**src/rtl/intr_prio_controller.sv**
```systemverilog
// 8-source fixed-priority interrupt controller with a req/ack/eoi handshake.
// Bit 7 has the highest priority; only one interrupt is in service at a time.
module intr_prio_controller #(
    parameter bit EDGE_MODE = 1'b1
) (
    input  logic       clk,
    input  logic       rst_n,
    input  logic [7:0] irq_in,
    input  logic       mask_we,
    input  logic [7:0] mask_din,
    output logic [7:0] mask_q,
    output logic [7:0] pending_q,
    output logic [7:0] in_service,
    output logic       int_req,
    input  logic       int_ack,
    output logic [2:0] vector,
    input  logic       eoi
);

    typedef enum logic [1:0] {IDLE, REQ, SERVICE} state_e;

    state_e     state_q, state_d;
    logic [7:0] mask_d;
    logic [7:0] pending_d;
    logic [7:0] irqPrev_q;
    logic [7:0] inService_q, inService_d;
    logic [2:0] vector_q, vector_d;

    logic [7:0] rise;
    logic [7:0] eligible;
    logic [7:0] ackClear;
    logic [2:0] topIdx;
    logic       hasEligible;

    assign rise        = irq_in & ~irqPrev_q;
    assign eligible    = pending_q & mask_q;
    assign hasEligible = |eligible;

    // Ascending scan so the highest set bit is the last one written.
    always_comb begin
        topIdx = 3'd0;
        for (int i = 0; i < 8; i++) begin
            if (eligible[i]) begin
                topIdx = i[2:0];
            end
        end
    end

    always_comb begin
        state_d     = state_q;
        vector_d    = vector_q;
        inService_d = inService_q;
        ackClear    = 8'h00;
        case (state_q)
            IDLE: begin
                if (hasEligible) begin
                    state_d = REQ;
                end
            end
            REQ: begin
                if (!hasEligible) begin
                    state_d = IDLE;
                end else if (int_ack) begin
                    vector_d    = topIdx;
                    ackClear    = 8'(1) << topIdx;
                    inService_d = 8'(1) << topIdx;
                    state_d     = SERVICE;
                end
            end
            SERVICE: begin
                if (eoi) begin
                    inService_d = 8'h00;
                    state_d     = IDLE;
                end
            end
            default: state_d = IDLE;
        endcase
    end

    // A new edge on the bit being acknowledged wins over the clear.
    always_comb begin
        if (EDGE_MODE) begin
            pending_d = (pending_q & ~ackClear) | rise;
        end else begin
            pending_d = irq_in;
        end
        mask_d = mask_we ? mask_din : mask_q;
    end

    always_ff @(posedge clk or negedge rst_n) begin
        if (!rst_n) begin
            state_q     <= IDLE;
            mask_q      <= 8'h00;
            pending_q   <= 8'h00;
            irqPrev_q   <= 8'h00;
            inService_q <= 8'h00;
            vector_q    <= 3'd0;
        end else begin
            state_q     <= state_d;
            mask_q      <= mask_d;
            pending_q   <= pending_d;
            irqPrev_q   <= irq_in;
            inService_q <= inService_d;
            vector_q    <= vector_d;
        end
    end

    assign int_req    = (state_q == REQ);
    assign in_service = inService_q;
    assign vector     = vector_q;

endmodule
```
**config.mk**
```make
export PLATFORM = sky130hd
export DESIGN_NAME = intr_prio_controller
export DESIGN_NICKNAME = d
export VERILOG_FILES = /design/src/rtl/intr_prio_controller.sv
export SDC_FILE = /design/constraint.sdc
export NUM_CORES = 1
export LEC_CHECK = 0
export ABC_AREA = 0
export ABC_CLOCK_PERIOD_IN_PS = 2200
export CAP_MARGIN = 20
export CORE_UTILIZATION = 40
export CTS_CLUSTER_DIAMETER = 80
export CTS_CLUSTER_SIZE = 30
export DETAILED_ROUTE_END_ITERATION = 10
export PLACE_DENSITY = 0.71
export SETUP_SLACK_MARGIN = 0.05
export SYNTH_ARGS = -nofsm -noshare
export SYNTH_HDL_FRONTEND = slang
export SYNTH_SLANG_ARGS = --single-unit
```
**constraint.sdc**
```tcl
create_clock -name clk -period 2.2 [get_ports clk]
set_input_delay 0.66 -clock clk [delete_from_list [all_inputs] [get_ports clk]]
set_output_delay 0.66 -clock clk [all_outputs]
set_load 0.005 [all_outputs]
```
==> results.sh, run 1 <==
export IMPL_clk_latency_ns=0.29
export IMPL_root_buffer="clkbuf_8"
export IMPL_comb_power_share=0.334
export IMPL_endpoint_kind="output pin"
export IMPL_p_seq_frac=0.442
export IMPL_yosysWarnings=0
export IMPL_synth_top_family_by_area="compound AO/OA/AOI/OAI gates"
export IMPL_postRouteAntennaNets=0
export IMPL_syn_cell_area_mm2=0.00154
export IMPL_critical_path_peak_fanout=4
export IMPL_maxCapViolations=0
export IMPL_synthAdderAreaFrac=0
export IMPL_hold_class="register to register"
export IMPL_first_global_vias=1199
export IMPL_synth_area_leader_cell="dfrtp_1"
export IMPL_critPathLaunchType="register"
export IMPL_fill_cells=306
export IMPL_drt_pass1_iterations=4
export IMPL_finalWeightedCongestion=0.793
export IMPL_synth_area_top_cells="dfrtp_1, mux2_2, a22o_1"
export IMPL_fp_coreArea_mm2=0.00366
export IMPL_cts_max_path_buffers=2
export IMPL_final_common_cell="clkdlybuf4s50_1"
export IMPL_synth_area_mux_share=0.0782
export IMPL_synthXorXnorAreaFrac=0
export IMPL_overflow=0
export IMPL_period_share=0.960
export IMPL_slew_headroom=0.702
export IMPL_slew_violations=0
export IMPL_critical_path_class="register to output pin"
export IMPL_rsz0062_at_grt="no"
export IMPL_drc=0
export IMPL_ys_seq_area_frac=0.603
export IMPL_final_setup_tns_ns=0
export IMPL_worstPathRequired_ns=1.54
export IMPL_grt_pass1_wl_um=5840
export IMPL_fp_dieW_um=64.0
export IMPL_p_leak_nw=0.943
export IMPL_syn_avg_cell_area_um2=12.5
export IMPL_std_cell_rows=22
export IMPL_finalPower_mw=2.10
export IMPL_outcome="completed"
export IMPL_track_usage=0.192
export IMPL_synth_nets=144
export IMPL_clock_power_share=0.224
export IMPL_wirelength_um=3610
export IMPL_worst_pin_slew_ns=0.447
export IMPL_io_pins=49
export IMPL_setup_viol_count_final=0
export IMPL_finalCriticalPeriod_ns=2.11
export IMPL_synthSimpleGateAreaFrac=0.101
export IMPL_peakVddDrop_v=0.000471
export IMPL_synthCells=123
export IMPL_start_util=0.419
export IMPL_dp_hpwl_um=2590
export IMPL_drive_gt1_frac=0.144
export IMPL_r2r_slack_ns=0.55
export IMPL_use_met1=0.244
export IMPL_vias=1202
export IMPL_cts_tree="built"
export IMPL_io_buffers=48
export IMPL_grt_use_met3=0.0714
export IMPL_synth_top_area_frac=0.603
export IMPL_die_area_mm2=0.00409
export IMPL_layout_nets=201
export IMPL_initialDrtViolationCount=34
export IMPL_cp_arrival_ns=1.45
export IMPL_utilization=0.597
export IMPL_synth_compound_area_frac=0.192
export IMPL_worst_hold_slack_ns=0.429
export IMPL_p_per_area_mw_per_mm2=959
export IMPL_finalNonFillerCells=228
export IMPL_synthDistinctLibCells=34
export IMPL_cts_sinks=37
export IMPL_fmax_ghz=0.473
export IMPL_dp_cells=219
export IMPL_p_sw_frac=0.296
export IMPL_clk_pin_slew_ns=0.07
export IMPL_synth_ff_latch_count=37
export IMPL_p_switching_uw=621
export IMPL_viasPerCell=5.27
export IMPL_die_h_um=64.0
export IMPL_use_met2=0.298
export IMPL_wl_per_cell_um=15.8
export IMPL_grt_start_max_net_pins=38
export IMPL_num_antenna_cells=0
export IMPL_mostFrequentLayoutCells="clkdlybuf4s50_1, dfrtp_1, o21ai_0"
export IMPL_cts_buffers=5
export IMPL_grt_busiest_layer="met2"
export IMPL_htree_levels=2
export IMPL_intPower_mw=1.48
export IMPL_area_growth_pct=42.5
export IMPL_finalHoldViolCount=0
export IMPL_finalClockSkew_ns=0.00543
export IMPL_antenna_found_initial=0
## path summary, 6_finish.rpt
check                                   from           end  depth (start not counted)
worst max-delay path              state_q[1]       int_req                          2
worst min-delay path            irqPrev_q[7]  pending_q[7]                          1
worst max register to register     mask_q[6]  pending_q[0]                          4
worst min register to register  irqPrev_q[7]  pending_q[7]                          1
max in group asynchronous              rst_n  irqPrev_q[7]                          2
min in group asynchronous              rst_n     vector[2]                          2
## cells by family (layout without fill, tap and decap cells)
kind of cell / count (synthesis) / count (layout)
AOI/OAI and AO/OA: 40 / 40
DFF: 37 / 37
and+or+nand+nor: 26 / 26
muxes: 10 / 10
buffers and inverters: 10 / 67
## through the flow
step                area [um2]  worst slack (ns)
floorplan                 1540             0.556
global placement          2080             0.113
detailed placement        2080            0.0841
CTS                       2170            0.0827
global route              2190            0.0363
finish                    2190            0.0878
## what timing repair did
item	CTS	global route
hold buffers	0	0
buffers inserted	0	2
endpoints found under the setup margin	0	1
resized for setup	0	0
## sequential cells by signal, indices dropped and copies added, names as in the netlist
signal / flops
in_service: 8
irqPrev_q: 8
mask_q: 8
pending_q: 8
vector: 3
state_q: 2
## cell type report
cell class                 instances  area, um2  area share
tap                               48       60.1      0.0275
inverter                           8       30.0      0.0137
clock inverter                     1       7.51     0.00343
multi-input combinational         76        571       0.261
sequential                        37        926       0.423
timing repair buffer              52        510       0.233
clock buffer                       6       82.6      0.0378
## power groups by stage
stage	logic, mW	clock network (mW)	registers [mW]
floorplan	0.312	0	0.919
global placement	0.657	0	0.926
detailed placement	0.668	0	0.934
CTS	0.678	0.484	0.924
global route	0.759	0.518	0.945
finish	0.700	0.470	0.928
## synth_stat cells
library cell,count
dfrtp_1,37
nor2_1,3
o21a_1,1
nand2_1,6
a21oi_1,4
nor2b_1,5
or3_1,1
nand2b_1,1
o21ai_1,1
buf_2,1
nand3b_1,1
nor4_4,1
a21o_1,1
clkbuf_1,1
o21ai_2,1
and3b_1,1
mux2_4,2
a31oi_1,1
a22o_2,1
mux2_2,8
a22o_1,7
nand4_1,1
a211oi_1,1
o22a_1,1
nor2_2,1
o21ai_0,10
inv_1,8
a32o_1,2
and2b_1,1
o2bb2ai_1,4
a22oi_1,3
a22o_4,1
o211ai_1,1
nand3_1,4
## metal layers
layer | share of wire | vias up | wire [um]
met3 | 0.073 | 6 | 265
met2 | 0.47 | 46 | 1690
met5 | 0 | - | 0
met1 | 0.45 | 582 | 1610
li1 | - | 568 | -
met4 | 0.012 | 0 | 44
## critical path, cell delays in order, from the launching register on
cell and delay, ns:
dfrtp_1 0.42, and2b_1 0.24, clkdlybuf4s50_1 0.51
Power figures use the tool's default switching activity.
==> inputs of run 2 (changes only) <==
--- a/config.mk
+++ b/config.mk
@@ -6,7 +6,7 @@
 export NUM_CORES = 1
 export LEC_CHECK = 0
 export ABC_AREA = 0
-export ABC_CLOCK_PERIOD_IN_PS = 2200
+export ABC_CLOCK_PERIOD_IN_PS = 2050
 export CAP_MARGIN = 20
 export CORE_UTILIZATION = 40
 export CTS_CLUSTER_DIAMETER = 80
==> constraint.sdc (replaced) <==
create_clock -name clk -period 2.05 [get_ports clk]
set_input_delay 0.615 -clock clk [delete_from_list [all_inputs] [get_ports clk]]
set_output_delay 0.615 -clock clk [all_outputs]
set_load 0.005 [all_outputs]
==> results.sh, run 2 (same netlist as run 1, synthesis figures left out) <==
export IMPL_drc=0
export IMPL_r2r_start="pending_q[4]"
export IMPL_comb_power_share=0.317
export IMPL_whs_path_depth=1
export IMPL_num_antenna_cells=0
export IMPL_worstPathRequired_ns=1.43
export IMPL_worstHoldEndpoint="pending_q[7]"
export IMPL_start_util=0.419
export IMPL_final_common_cell="clkdlybuf4s50_1"
export IMPL_finalWeightedCongestion=0.778
export IMPL_reg2reg_depth=4
export IMPL_wirelength_um=3560
export IMPL_slew_headroom=0.694
export IMPL_io_pins=49
export IMPL_r2r_slack_ns=0.37
export IMPL_p_switching_uw=665
export IMPL_p_per_area_mw_per_mm2=1070
export IMPL_finalHoldViolCount=0
export IMPL_critical_path_class="register to output pin"
export IMPL_grt_start_max_net_pins=38
export IMPL_grt_pass1_wl_um=5950
export IMPL_worst_hold_slack_ns=0.424
export IMPL_clock_power_share=0.267
export IMPL_grt_use_met3=0.0518
export IMPL_p_leak_nw=0.978
export IMPL_mostFrequentLayoutCells="clkdlybuf4s50_1, dfrtp_1, o21ai_0"
export IMPL_finalCriticalPeriod_ns=1.93
export IMPL_fmax_ghz=0.517
export IMPL_vias=1223
export IMPL_cts_buffers=5
export IMPL_antenna_found_initial=0
export IMPL_critical_path_peak_fanout=7
export IMPL_root_buffer="clkbuf_8"
export IMPL_drive_gt1_frac=0.153
export IMPL_critPathBufInv=1
export IMPL_initialDrtViolationCount=38
export IMPL_cts_hold_buf=0
export IMPL_use_met1=0.258
export IMPL_fp_coreArea_mm2=0.00366
export IMPL_clk_pin_slew_ns=0.07
export IMPL_layout_nets=203
export IMPL_timing_rr_end="in_service[7]"
export IMPL_maxCapViolations=0
export IMPL_intPower_mw=1.72
export IMPL_wl_per_cell_um=15.4
export IMPL_grt_busiest_layer="met2"
export IMPL_io_buffers=48
export IMPL_critPathLaunchType="register"
export IMPL_htree_levels=2
export IMPL_viasPerCell=5.29
export IMPL_finalClockSkew_ns=0.00263
export IMPL_cts_max_path_buffers=2
export IMPL_rsz0062_at_grt="no"
export IMPL_final_setup_tns_ns=0
export IMPL_die_area_mm2=0.00409
export IMPL_postRouteAntennaNets=0
export IMPL_track_usage=0.193
export IMPL_cpMaxStageDelayCell="clkdlybuf4s50_1"
export IMPL_critical_path_top_delay_family="buffers and inverters"
export IMPL_fp_dieW_um=64.0
export IMPL_outcome="completed"
export IMPL_worst_pin_slew_ns=0.460
export IMPL_drt_pass1_iterations=4
export IMPL_path_cells="clkdlybuf4s50_1"
export IMPL_critical_path_max_stage_delay_ns=0.57
export IMPL_first_global_vias=1221
export IMPL_std_cell_rows=22
export IMPL_peakVddDrop_v=0.000425
export IMPL_cts_sinks=37
export IMPL_use_met2=0.302
export IMPL_p_sw_frac=0.279
export IMPL_hold_class="register to register"
export IMPL_clk_latency_ns=0.28
export IMPL_p_seq_frac=0.415
export IMPL_period_share=0.943
export IMPL_setup_viol_count_final=0
export IMPL_die_h_um=64.0
export IMPL_endpoint_kind="output pin"
export IMPL_cp_arrival_ns=1.32
export IMPL_overflow=0
export IMPL_dp_hpwl_um=2650
export IMPL_slew_violations=0
export IMPL_area_growth_pct=45.3
export IMPL_cts_tree="built"
export IMPL_min_from="irqPrev_q[7]"
==> run 2: what timing repair did <==
| action | 4_1_cts | 5_1_grt |
|---|---|---|
| gates resized for setup | 0 | 1 |
| setup endpoints to repair | 1 | 1 |
| hold endpoints to repair | 0 | 0 |
| buffers inserted | 2 | 0 |
==> run 2: power by group through the flow <==
stage          registers, mW  logic (mW)  clock network (mW)
2_1_floorplan          0.986       0.335                   0
3_3_place_gp           0.994       0.709                   0
3_5_place_dp            1.01       0.723                   0
4_1_cts                0.986       0.767               0.643
5_1_grt                 1.01       0.823               0.687
6_report               0.989       0.755               0.637
==> run 2: worst max path at each step <==
stage / to / slack [ns] / from / cells after the start
global route: pending_q[5] / 0.06 / pending_q[5] / 1
detailed placement: pending_q[2] / 0.002 / int_ack / 6
floorplan: pending_q[0] / 0.45 / int_ack / 5
CTS: int_req / 0.07 / state_q[1] / 2
finish: mask_q[6] / 0.12 / mask_q[6] / 1
global placement: pending_q[0] / 0.05 / int_ack / 5
==> run 2: per-stage QoR <==
| step | utilization | power, mW | cells | cell area [um2] | setup WS, ns |
|---|---|---|---|---|---|
| detailed placement | 0.573 | 1.73 | 221 | 2100 | 0.00205 |
| global route | 0.609 | 2.52 | 231 | 2230 | 0.0581 |
| floorplan | - | 1.32 | 123 | 1540 | 0.451 |
| global placement | 0.573 | 1.70 | 221 | 2100 | 0.0455 |
| finish | 0.609 | 2.38 | 231 | 2230 | 0.116 |
| CTS | 0.609 | 2.40 | 231 | 2230 | 0.0676 |
==> run 2: cell type report <==
class	instances	area [um2]
Inverter	8	30.0
Multi-Input combinational cell	76	571
Timing Repair Buffer	54	528
Fill cell	302	1430
Sequential cell	37	926
Clock buffer	7	86.3
Clock inverter	1	30.0
Tap cell	48	60.1
==> run 2: per-layer routing <==
metal  up-vias  part of all wire
li1        572                 -
met1       601              0.46
met2        43              0.47
met3         7             0.060
met4         0             0.013
met5         -                 0
==> inputs of run 3 (changes only) <==
--- a/config.mk
+++ b/config.mk
@@ -12,7 +12,7 @@
 export CTS_CLUSTER_DIAMETER = 80
 export CTS_CLUSTER_SIZE = 30
 export DETAILED_ROUTE_END_ITERATION = 10
-export PLACE_DENSITY = 0.71
+export PLACE_DENSITY = 0.7
 export SETUP_SLACK_MARGIN = 0.05
 export SYNTH_ARGS = -nofsm -noshare
 export SYNTH_HDL_FRONTEND = slang
==> results.sh, run 3 (same netlist as run 1, synthesis figures left out) <==
export IMPL_outcome="completed"
export IMPL_finalClockSkew_ns=0.00324
export IMPL_path_cells="clkdlybuf4s50_1"
export IMPL_worstPathRequired_ns=1.43
export IMPL_endpoint_kind="output pin"
export IMPL_io_buffers=48
export IMPL_critical_path_top_delay_family="buffers and inverters"
export IMPL_peakVddDrop_v=0.000492
export IMPL_wirelength_um=3430
export IMPL_drive_gt1_frac=0.158
export IMPL_fmax_ghz=0.516
export IMPL_io_pins=49
export IMPL_critPathLaunchType="register"
export IMPL_rsz0062_at_grt="no"
export IMPL_cts_hold_buf=0
export IMPL_num_antenna_cells=0
export IMPL_routed_wl_met2_um=1560
export IMPL_wl_per_cell_um=14.8
export IMPL_maxCapViolations=0
export IMPL_p_leak_nw=0.960
export IMPL_setup_ws_ns=0.114
export IMPL_area_growth_pct=43.4
export IMPL_root_buffer="clkbuf_8"
export IMPL_htree_levels=2
export IMPL_std_cell_rows=22
export IMPL_die_h_um=64.0
export IMPL_wirelength_met1_um=1590
export IMPL_antenna_found_initial=0
export IMPL_critical_path_peak_fanout=7
export IMPL_cpMaxStageDelayCell="clkdlybuf4s50_1"
export IMPL_cp_arrival_ns=1.32
export IMPL_cts_tree="built"
export IMPL_cts_max_path_buffers=2
export IMPL_final_common_cell="clkdlybuf4s50_1"
export IMPL_finalHoldViolCount=0
export IMPL_p_per_area_mw_per_mm2=1000
export IMPL_grt_pass1_wl_um=5750
export IMPL_slew_violations=0
export IMPL_route_met3_wl_um=228
export IMPL_clk_latency_ns=0.28
export IMPL_slew_headroom=0.699
export IMPL_dp_slack_ns=-0.00687
export IMPL_cts_sinks=37
export IMPL_finalWeightedCongestion=0.830
export IMPL_finalNonFillerCells=232
export IMPL_die_area_mm2=0.00409
export IMPL_first_global_vias=1201
export IMPL_finalCriticalPeriod_ns=1.94
export IMPL_vias=1189
export IMPL_critical_path_max_stage_delay_ns=0.56
export IMPL_final_setup_tns_ns=0
export IMPL_finalPower_mw=2.21
export IMPL_postRouteAntennaNets=0
export IMPL_grt_start_max_net_pins=38
export IMPL_cts_buffers=5
export IMPL_dp_cells=222
export IMPL_setup_viol_count_final=0
export IMPL_start_util=0.419
export IMPL_fp_coreArea_mm2=0.00366
export IMPL_critical_path_class="register to output pin"
export IMPL_viasPerCell=5.13
export IMPL_clk_pin_slew_ns=0.07
export IMPL_track_usage=0.187
export IMPL_dp_hpwl_um=2580
export IMPL_worst_pin_slew_ns=0.451
export IMPL_drt_pass1_iterations=4
export IMPL_drc=0
export IMPL_initialDrtViolationCount=30
export IMPL_mostFrequentLayoutCells="clkdlybuf4s50_1, dfrtp_1, o21ai_0"
export IMPL_layout_nets=204
export IMPL_critPathBufInv=1
export IMPL_fp_dieW_um=64.0
export IMPL_period_share=0.945
export IMPL_overflow=0
export IMPL_hold_class="register to register"
export IMPL_highest_layer="met4"
## run 3: cell types whose count changed in the layout (fill, tap and decap cells not counted)
cell | previous run | this run
buf_4 | 6 | 7
bufinv_16 | 1 | 0
clkbuf_8 | 6 | 5
clkinv_2 | 0 | 2
dlygate4sd2_1 | 0 | 1
dlymetal6s2s_1 | 1 | 0
## run 3: area by class of cell
cell class | instances | area [um2]
clock buffer | 6 | 72.6
fill | 305 | 1460
tap | 48 | 60.1
timing repair buffer | 55 | 532
multi-input combinational | 76 | 571
inverter | 8 | 30.0
clock inverter | 2 | 10.0
sequential | 37 | 926
## run 3: repair_timing
| action | in CTS | in global routing |
|---|---|---|
| buffers inserted | 2 | 0 |
| endpoints found under the setup margin | 1 | 0 |
| resized for setup | 1 | 0 |
## run 3: path summary, 6_finish.rpt
check | start | to | slack (ns) | depth (start not counted)
min in group asynchronous | rst_n | state_q[0] | 0.75 | 2
setup / recovery | pending_q[5] | pending_q[5] | 0.11 | 1
hold reg to reg | irqPrev_q[7] | pending_q[7] | 0.42 | 1
setup reg to reg | pending_q[4] | in_service[5] | 0.37 | 4
hold / removal | irqPrev_q[7] | pending_q[7] | 0.42 | 1
max in group asynchronous | rst_n | mask_q[7] | 0.98 | 2
## run 3: metal layers
| metal | up-vias | track usage |
|---|---|---|
| met5 | - | 0 |
| met2 | 45 | 0.291 |
| li1 | 569 | - |
| met1 | 570 | 0.237 |
| met3 | 5 | 0.0714 |
| met4 | 0 | 0.0625 |
## run 3: metrics by stage
| step | area (um2) | hold slack (ns) | utilization |
|---|---|---|---|
| after detailed placement | 2100 | 0.411 | 0.575 |
| after floorplan | 1540 | 0.319 | - |
| after global routing | 2200 | 0.439 | 0.601 |
| final | 2200 | 0.417 | 0.601 |
| after global placement | 2100 | 0.404 | 0.575 |
| after CTS | 2200 | 0.420 | 0.601 |
## run 3: report_power, final
part	internal [mW]	switching [mW]
logic	0.450	0.297
registers	0.866	0.121
clock network	0.235	0.240
total	1.55	0.659
